[src/rtl/instruction_fetch.sv]
// instruction_fetch: owns the program counter and issues one word read at a
// time to instruction memory. Each fetched word and its PC are handed to decode
// through a valid/stall handshake. Execute can redirect the PC in any state,
// including while a read is still in flight.
//
// Optional feature: define FETCH_MISALIGN_TRAP_EN to trap misaligned redirect
// targets into a sticky ERROR state. Without it, the low two target bits are
// forced to zero and fetch_error is tied low.
//
// state | meaning
// BOOT  | out of reset, no request yet
// FETCH | read request outstanding at pc
// HOLD  | fetched word presented to decode
// FLUSH | in-flight read will be discarded; pending holds the next pc
// ERROR | misaligned redirect trapped; idle until an aligned redirect
module instruction_fetch #(
    parameter logic [31:0] RESET_PC = 32'h0000_0000
) (
    input  logic        clk,
    input  logic        reset,
    output logic        mem_request,
    output logic [31:0] mem_address,
    input  logic        mem_ready,
    input  logic [31:0] mem_read_data,
    input  logic        redirect_valid,
    input  logic [31:0] redirect_target,
    input  logic        stall,
    output logic        instruction_valid,
    output logic [31:0] instruction,
    output logic [31:0] instruction_pc,
    output logic        fetch_error
);

    typedef enum logic [2:0] {
        BOOT  = 3'd0,
        FETCH = 3'd1,
        HOLD  = 3'd2,
        FLUSH = 3'd3,
        ERROR = 3'd4
    } state_t;

`ifdef FETCH_MISALIGN_TRAP_EN
    localparam logic [31:0] TARGET_MASK = 32'hFFFF_FFFF;
    localparam logic [1:0]  TRAP_MASK   = 2'b11;
`else
    localparam logic [31:0] TARGET_MASK = 32'hFFFF_FFFC;
    localparam logic [1:0]  TRAP_MASK   = 2'b00;
`endif

    state_t      state_q, state_d;
    logic [31:0] pc_q, pc_d;
    logic [31:0] pending_q, pending_d;
    logic [31:0] instr_q, instr_d;
    logic [31:0] instr_pc_q, instr_pc_d;

    logic [31:0] target;
    logic        do_load;
    logic [31:0] load_addr;

    assign target = redirect_target & TARGET_MASK;

    // Next-state logic; any PC load from a redirect funnels through do_load so
    // the alignment check sits in one place.
    always_comb begin
        state_d    = state_q;
        pc_d       = pc_q;
        pending_d  = pending_q;
        instr_d    = instr_q;
        instr_pc_d = instr_pc_q;
        do_load    = 1'b0;
        load_addr  = target;

        case (state_q)
            BOOT: begin
                if (redirect_valid) begin
                    do_load = 1'b1;
                end else begin
                    state_d = FETCH;
                end
            end
            FETCH: begin
                if (redirect_valid) begin
                    if (mem_ready) begin
                        do_load = 1'b1;
                    end else begin
                        // address must stay put until the read completes
                        pending_d = target;
                        state_d   = FLUSH;
                    end
                end else if (mem_ready) begin
                    instr_d    = mem_read_data;
                    instr_pc_d = pc_q;
                    state_d    = HOLD;
                end
            end
            HOLD: begin
                if (redirect_valid) begin
                    do_load = 1'b1;
                end else if (!stall) begin
                    pc_d    = pc_q + 32'd4;
                    state_d = FETCH;
                end
            end
            FLUSH: begin
                if (mem_ready) begin
                    // a redirect arriving with the completion is the newest target
                    do_load   = 1'b1;
                    load_addr = redirect_valid ? target : pending_q;
                end else if (redirect_valid) begin
                    pending_d = target;
                end
            end
            ERROR: begin
                if (redirect_valid) begin
                    do_load = 1'b1;
                end
            end
            default: begin
                state_d = BOOT;
            end
        endcase

        if (do_load) begin
            if ((load_addr[1:0] & TRAP_MASK) != 2'b00) begin
                state_d = ERROR;
            end else begin
                pc_d    = load_addr;
                state_d = FETCH;
            end
        end
    end

    // State and datapath registers.
    always_ff @(posedge clk or posedge reset) begin
        if (reset) begin
            state_q    <= BOOT;
            pc_q       <= RESET_PC;
            pending_q  <= RESET_PC;
            instr_q    <= 32'd0;
            instr_pc_q <= RESET_PC;
        end else begin
            state_q    <= state_d;
            pc_q       <= pc_d;
            pending_q  <= pending_d;
            instr_q    <= instr_d;
            instr_pc_q <= instr_pc_d;
        end
    end

    // Handshake outputs decode registered state only, never an input.
    assign mem_request       = (state_q == FETCH) || (state_q == FLUSH);
    assign mem_address       = pc_q;
    assign instruction_valid = (state_q == HOLD);
    assign instruction       = instr_q;
    assign instruction_pc    = instr_pc_q;
`ifdef FETCH_MISALIGN_TRAP_EN
    assign fetch_error       = (state_q == ERROR);
`else
    assign fetch_error       = 1'b0;
`endif

endmodule

[config.mk]
export PLATFORM = sky130hd
export DESIGN_NAME = instruction_fetch
export DESIGN_NICKNAME = d
export VERILOG_FILES = /design/src/rtl/instruction_fetch.sv
export SDC_FILE = /design/constraint.sdc
export NUM_CORES = 1
export LEC_CHECK = 0
export ABC_CLOCK_PERIOD_IN_PS = 5250
export BUFFER_PORTS_ARGS = -buffer_cell sky130_fd_sc_hd__clkbuf_2
export CAP_MARGIN = 20
export CORE_MARGIN = 2
export CORE_UTILIZATION = 40
export DETAILED_ROUTE_END_ITERATION = 10
export PLACE_DENSITY = 0.67
export SETUP_SLACK_MARGIN = 0.3
export SLEW_MARGIN = 20
export SYNTH_ARGS = -nofsm -noshare
export SYNTH_HDL_FRONTEND = slang
export SYNTH_SLANG_ARGS = --single-unit
[constraint.sdc]
create_clock -name clk -period 5.25 [get_ports clk]
set_input_delay 0.7875 -clock clk [delete_from_list [all_inputs] [get_ports clk]]
set_output_delay 0.7875 -clock clk [all_outputs]
set_load 0.005 [all_outputs]
* Word-level counts from Yosys, hierarchy flattened
Index checks and enable logic that the tools add are counted.
Storage, ports and cells: word-level logic and storage cells 55, register bits after elaboration 131, output and inout port bits 99
Cells by class: equality and inequality tests 15, add/subtract/negate cells 1, bitwise operators 1, reduce and logical (&&, ||, !) cells 10, muxes and demuxes 23
Operators with widths (number):
- 32-bit two-way mux | 10
- 32-bit one-hot mux with 2 select lines | 1
- 32-bit by 3-bit adder with 32-bit output (second input constant) | 1
- 3-bit two-way mux | 7
- 3-bit one-hot mux with 4 select lines | 1
- 4-bit inequality test (second input constant) | 2
- 3-bit by 2-bit == test with 1-bit output (second input constant) | 2
- 2-bit by 1-bit inequality test with 1-bit output (second input constant) | 3
- 2-bit inequality test (second input constant) | 3
- 3-bit by 2-bit inequality test with 1-bit output (second input constant) | 2
- 3-bit AND reduction | 2
- 6-bit AND reduction | 1
- 4-bit AND reduction | 1
- 2-bit nonzero test | 2
- 3-bit by 1-bit == test with 1-bit output (second input constant) | 1
- 3-bit == test (second input constant) | 1
- 3-bit zero test | 1
- 1-bit two-way mux | 3
- 3-bit inequality test (second input constant) | 1
- 1-bit one-hot mux with 3 select lines | 1
- 3-bit OR reduction | 1
- 2-bit OR reduction | 1
- 1-bit logical OR | 1
- 1-bit inverter | 1

* Depth between registers and ports, before layout
Gate-level depths: netlist of the first run.
word-level depth 5, mapped depth 7, depth with buffers taken out 6

* Worst setup path before layout of the first run
OpenSTA, ideal clock, no wires.
path kind in2reg, start point input redirect_valid, end point register instr_q[19], in the netlist instruction[19], library setup time 0.125 ns, stages 4, data arrival time 2.063 ns, path slack 3.062 ns, cell sequence buf_6 nor3_2 buf_4 mux2_2
Between the ends: longest elaborated chain between the ends 2
RTL lines:
- from (decl) | RTL line 25 | input logic redirect_valid,
- 1-bit inverter (no source line)
- 3-bit AND reduction (no source line)
- to (signal assigned) | RTL line 145 | instr_q <= instr_d;
- to (decl) | RTL line 53 | logic [31:0] instr_q, instr_d;
Every way passes these cells. A chain may end at the register's enable or synchronous reset.

* Final worst setup path of the first run
start point input redirect_valid, end point register pending_q[13]
Between the ends: longest elaborated chain between the ends 3, elaborated cells between the ends (all ways) 5, those cells by class eq/ne: 1; mux: 3; reduce/logical: 1
RTL lines:
- 32-bit two-way mux (2 in series)
- 32-bit one-hot mux with 2 select lines
- to (signal assigned) | RTL line 144 | pending_q <= pending_d;
- to (decl) | RTL line 52 | logic [31:0] pending_q, pending_d;
Several ways; a longest one is shown, not always the timed one. The select of a mux whose other input is x is not followed.

==> results.ini, run 1 <==
[run_status]
status = complete, no violations

[layout]
n_fill_cell = 1290
drive_gt1_share_pct = 49.05
diodes = 0
most-common-layout-cells = 164 x clkbuf_2, 130 x dfrtp_1, 95 x mux2_2
fin_area_mm2 = 0.007441
layout_commonest_cell = clkbuf_2
nNetsFinal = 687
utilization_pct = 51.59
area_delta_synth_final_pct = 26.94

[global_routing]
first_global_vias = 4201
gr-usage-all-layers_pct = 17.93
grt_pass1_wl_mm = 22.14
antenna_found_initial = 0
grt_max_degree = 68
grt.overflow.total = 0

[worst_hold_path]
hold_class = in2async

[setup_path]
crit_fanout = 65
critPathCaptureType = flop
r2r_slack_ns = 2.55
cp.arrival_ns = 3.04
crit_type = in2reg
startpoint_type = input port
cp_data_required_time_ns = 5.55

[floorplan]
die_h_um = 125.1
start_util_pct = 40.64
die_w_um = 125.1
core_mm2 = 0.01442
row_count = 44
pin_count = 168
die-area_mm2 = 0.01564

[clock_tree]
cts_hold_buffers = 0
cts_resized = 0
clock_tree.root_cell = clkbuf_16
htreeDepth = 4
clk_latency_ns = 0.41
numCtsBuffers = 17
cts_tree = yes
cts_buffer_depth = 2
cts_setup_buffers = 0
path_clk_slew_ns = 0.06
clock_sinks = 130

[pwr]
p_leak_nw = 3.365
ir_drop_mv = 0.2119
p_per_area_mw_per_mm2 = 460.4

[sta]
setup_viol = 0
tns_ns = 0
fmax_mhz = 363.9
setup_ws_ns = 2.502
relSlewSlack_pct = 35.63
timing.final.crit_period_ns = 2.748
period_share_pct = 52.34
hold_viol_final = 0
tightest_slew_ns = 0.9614
skew_ns = 0.006541
slew_violations = 0
rsz0062_at_grt = false

[detailed_routing]
ant_nets = 0
drt_wl_total_mm = 13.50
avgViaCountPerCell = 5.098
drt_iter0_markers = 140
post_drt_wl_per_cell_um = 16.58
drc = 0
firstDrtPassIters = 4
vias = 4150

[run]
drv_cap = 0

[placed_design]
dpl_cell_area_mm2 = 0.006827
dpl.hpwl_mm = 9.525
post-place-ws_ns = 2.046
port-buffer-count = 164
place_congestion = 0.7725

[logic_synthesis]
ys_ff_latch = 130
syn_area_mm2 = 0.005862
yosysSeqAreaShare_pct = 55.50
synth_fp_nets = 525
synthFlopType = dfrtp_1
synth_enable_flop_cells = 0
postSynthCellCount = 455
async_flop_share_pct = 100.0
synth.avg_cell_area_um2 = 12.88
yosysUniqueCellTypes = 42
ys_warn_count = 0

[where the power goes]
group          internal, mW  total (mW)  leakage [nW]  switching, mW
sequential             1.27        1.48          1.52          0.207
combinational         0.415       0.734          1.55          0.320
clock                 0.792        1.21         0.302          0.421
total                  2.48        3.43          3.36          0.948
[kinds of logic after synthesis]
kind of cell             count (synthesis)  synth area share [%]
multiplexers                           102                 19.45
other                                    1               0.06397
XOR/XNOR                                27                 4.034
flip-flops                             130                 55.50
AND/OR/NAND/NOR                        105                 11.36
AO/OA/AOI/OAI                           60                 6.446
buffers and inverters                   29                 2.946
adder cells (fa/ha/maj)                  1                0.2134
[routing by layer]
metal	part of all wire, %	routed length [µm]	up-vias	track usage [%]
met4	1.9	262	0	6.993
met1	45	6032	2026	23.77
li1	-	-	1968	-
met2	47	6340	136	27.85
met5	0	0	-	0
met3	6.4	860	20	5.349
[flip-flops by register name, indices dropped and copies added, names as in the netlist]
register        flops
mem_address        32
state_q             2
instruction_pc     32
pending_q          32
instruction        32
[path summary, 6_finish.rpt]
check / end / cells after the start / from
worst max register to register: pending_q[13] / 6 / state_q[1]
worst max-delay path: pending_q[13] / 7 / redirect_valid
max in group asynchronous: pending_q[27] / 3 / reset
min in group clk: pending_q[0] / 1 / pending_q[0]
worst min register to register: pending_q[0] / 1 / pending_q[0]
worst min-delay path: instruction_pc[3] / 2 / reset
[metrics by stage]
stage / total power [mW] / std cells / hold WS (ns)
2_1_floorplan: 1.857 / 455 / 0.4545
3_3_place_gp: 2.197 / 781 / 0.4698
3_5_place_dp: 2.241 / 782 / 0.4754
4_1_cts: 3.473 / 814 / 0.4518
5_1_grt: 3.619 / 814 / 0.4898
6_report: 3.426 / 814 / 0.4539
[cell type report]
cell class | count | area [µm²] | share of cell area, %
repair buffers | 170 | 885.9 | 11.91
multi-input cells | 296 | 2445 | 32.86
inverters | 2 | 12.51 | 0.1682
well taps | 184 | 230.2 | 3.094
flip-flops and latches | 130 | 3253 | 43.72
clock buffers | 22 | 484.2 | 6.507
clock inverters | 10 | 130.1 | 1.749
[cells in the mapped netlist (2+ instances only)]
library cell | n | area (µm²)
dfrtp_1 | 130 | 3253
mux2_2 | 95 | 1070
and2_1 | 27 | 168.9
a21oi_1 | 24 | 120.1
a211oi_1 | 23 | 172.7
nand2_1 | 22 | 82.58
xnor2_1 | 15 | 131.4
xor2_1 | 12 | 105.1
nand3_1 | 11 | 55.05
clkbuf_1 | 10 | 37.54
and3_1 | 7 | 43.79
mux2i_1 | 7 | 70.07
o21ai_0 | 7 | 35.03
buf_2 | 6 | 30.03
buf_6 | 6 | 67.56
nor3_1 | 6 | 30.03
nand4_1 | 5 | 31.28
and4_1 | 4 | 35.03
buf_4 | 3 | 22.52
nor2_1 | 3 | 11.26
nor4_1 | 3 | 18.77
nor4_2 | 3 | 37.54
a22o_1 | 2 | 17.52
buf_1 | 2 | 7.510
inv_1 | 2 | 7.510
nand2b_1 | 2 | 12.51
nand4_2 | 2 | 25.02
o211ai_1 | 2 | 15.01
[critical path, stage by stage]
cell      delay, ns
clkbuf_2       0.17
a21o_1         0.19
nand2_2        0.06
buf_4          0.52
nand2_1        0.58
buf_4          0.41
mux2_2         0.30
(Power assumes the default switching activity.)
==> run 2, diff against run 1 <==
- ABC_CLOCK_PERIOD_IN_PS: 5250 -> 2500
- PLACE_DENSITY: 0.67 -> 0.7
- clock period: 5.25 -> 2.5 ns (I/O delays scaled with it)
==> run 2 against run 1 <==
  * Hold slack worse by 0.39 ns
  * Sequential share of layout area shrank 0.31 points
  * Worst setup slack worse by 2.0 ns
  * Critical path depth fell by 1
  * Sequential power increased by 110%
  * Clock skew decreased by 0.00054 ns
  * Largest cell class unchanged
  * Largest power group unchanged
==> results.ini, run 2 (synthesis gave the netlist of run 1 again) <==
[floorplan]
core_mm2 = 0.01442
die_h_um = 125.1
start_util_pct = 40.64
die_w_um = 125.1
row_count = 44
pin_count = 168
die-area_mm2 = 0.01564

[layout]
area_delta_synth_final_pct = 27.85
diodes = 0
nNetsFinal = 692
drive_gt1_share_pct = 49.61
layout_commonest_cell = clkbuf_2
most-common-layout-cells = 164 x clkbuf_2, 130 x dfrtp_1, 95 x mux2_2

[sta]
skew_ns = 0.005997
slew_violations = 0
period_share_pct = 79.65
fmax_mhz = 502.2
rsz0062_at_grt = false
tns_ns = 0
hold_viol_final = 0
tightest_slew_ns = 0.5418
relSlewSlack_pct = 63.88
setup_viol = 0
timing.final.crit_period_ns = 1.991

[run]
drv_cap = 0

[setup_path]
startpoint_type = flop
rr_startpoint = state_q[0]
cp.arrival_ns = 2.28
crit_type = reg2reg
startpoint = state_q[0]
cp_data_required_time_ns = 2.79
crit_fanout = 13
critPathCaptureType = flop
worstRegToRegCells = 6

[global_routing]
top_usage_layer = met2
antenna_found_initial = 0
use_met3_pct = 6.033
gr-usage-all-layers_pct = 17.82
grt_use_met2_pct = 28.68
first_global_vias = 4318
grt_pass1_wl_mm = 22.05
grt.overflow.total = 0
grt_util_met1_pct = 22.78
grt_max_degree = 96

[placed_design]
dpl.hpwl_mm = 9.642
port-buffer-count = 164
place_congestion = 0.7956

[detailed_routing]
firstDrtPassIters = 4
drt_wl_total_mm = 13.52
drc = 0
avgViaCountPerCell = 5.084
post_drt_wl_per_cell_um = 16.51
drt_iter0_markers = 213
ant_nets = 0
vias = 4164

[clock_tree]
path_clk_slew_ns = 0.06
cts_buffer_depth = 2
clock_sinks = 130
cts_tree = yes
htreeDepth = 4
clock_tree.root_cell = clkbuf_16
cts_resized = 0
clk_latency_ns = 0.42
cts_hold_buffers = 0
numCtsBuffers = 17
cts_setup_buffers = 0

[pwr]
p_leak_nw = 3.394
p_per_area_mw_per_mm2 = 968.1
ir_drop_mv = 0.4107
total_power_mw = 7.256

[run_status]
status = complete, no violations

[worst_hold_path]
hold_class = in2async

==> run 2: layout make-up <==
| class | instances | area, µm² |
|---|---|---|
| timing repair buffer | 175 | 928.4 |
| multi-input combinational | 296 | 2445 |
| inverter | 2 | 11.26 |
| sequential | 130 | 3253 |
| fill | 1267 | 6929 |
| clock inverter | 14 | 187.7 |
| tap | 184 | 230.2 |
| clock buffer | 18 | 439.2 |
==> run 2: power breakdown <==
| part | total, mW | internal (mW) | switching (mW) |
|---|---|---|---|
| combinational | 1.54 | 0.878 | 0.664 |
| clock | 2.61 | 1.69 | 0.918 |
| sequential | 3.11 | 2.67 | 0.438 |
| total | 7.26 | 5.24 | 2.02 |
==> run 2: routing by layer <==
metal  part of all wire, %  wire [µm]
met5                     0          0
met4                   1.6        213
met3                   5.3        716
met2                    48       6488
met1                    45       6106
==> run 2: worst paths after layout <==
kind                                            to  slack, ns
worst min-delay path            instruction_pc[28]       0.07
worst min register to register        pending_q[1]       0.48
worst max-delay path               mem_address[23]       0.51
worst max register to register     mem_address[23]       0.51
max in group asynchronous             pending_q[7]       1.98
min in group clk                   instruction[11]       0.19
==> run 2: critical path: stages (launching register included) <==
cell	delay (ns)
dfrtp_1	0.46
nor4b_4	0.31
buf_4	0.27
nand4_2	0.24
nor4_1	0.31
xnor2_1	0.18
a21oi_1	0.08
==> run 2: per-stage QoR <==
| stage | instances | utilization [%] | hold slack, ns | setup WS, ns | cell area (µm²) |
|---|---|---|---|---|---|
| 4_1_cts | 819 | 51.96 | 0.09447 | 0.4977 | 7495 |
| 3_3_place_gp | 787 | 47.61 | 0.4701 | 0.4349 | 6868 |
| 2_1_floorplan | 455 | - | 0.4545 | 0.5158 | 5866 |
| 5_1_grt | 819 | 51.96 | 0.1342 | 0.3567 | 7495 |
| 6_report | 819 | 51.96 | 0.06684 | 0.5087 | 7495 |
| 3_5_place_dp | 787 | 47.61 | 0.4721 | 0.3827 | 6868 |
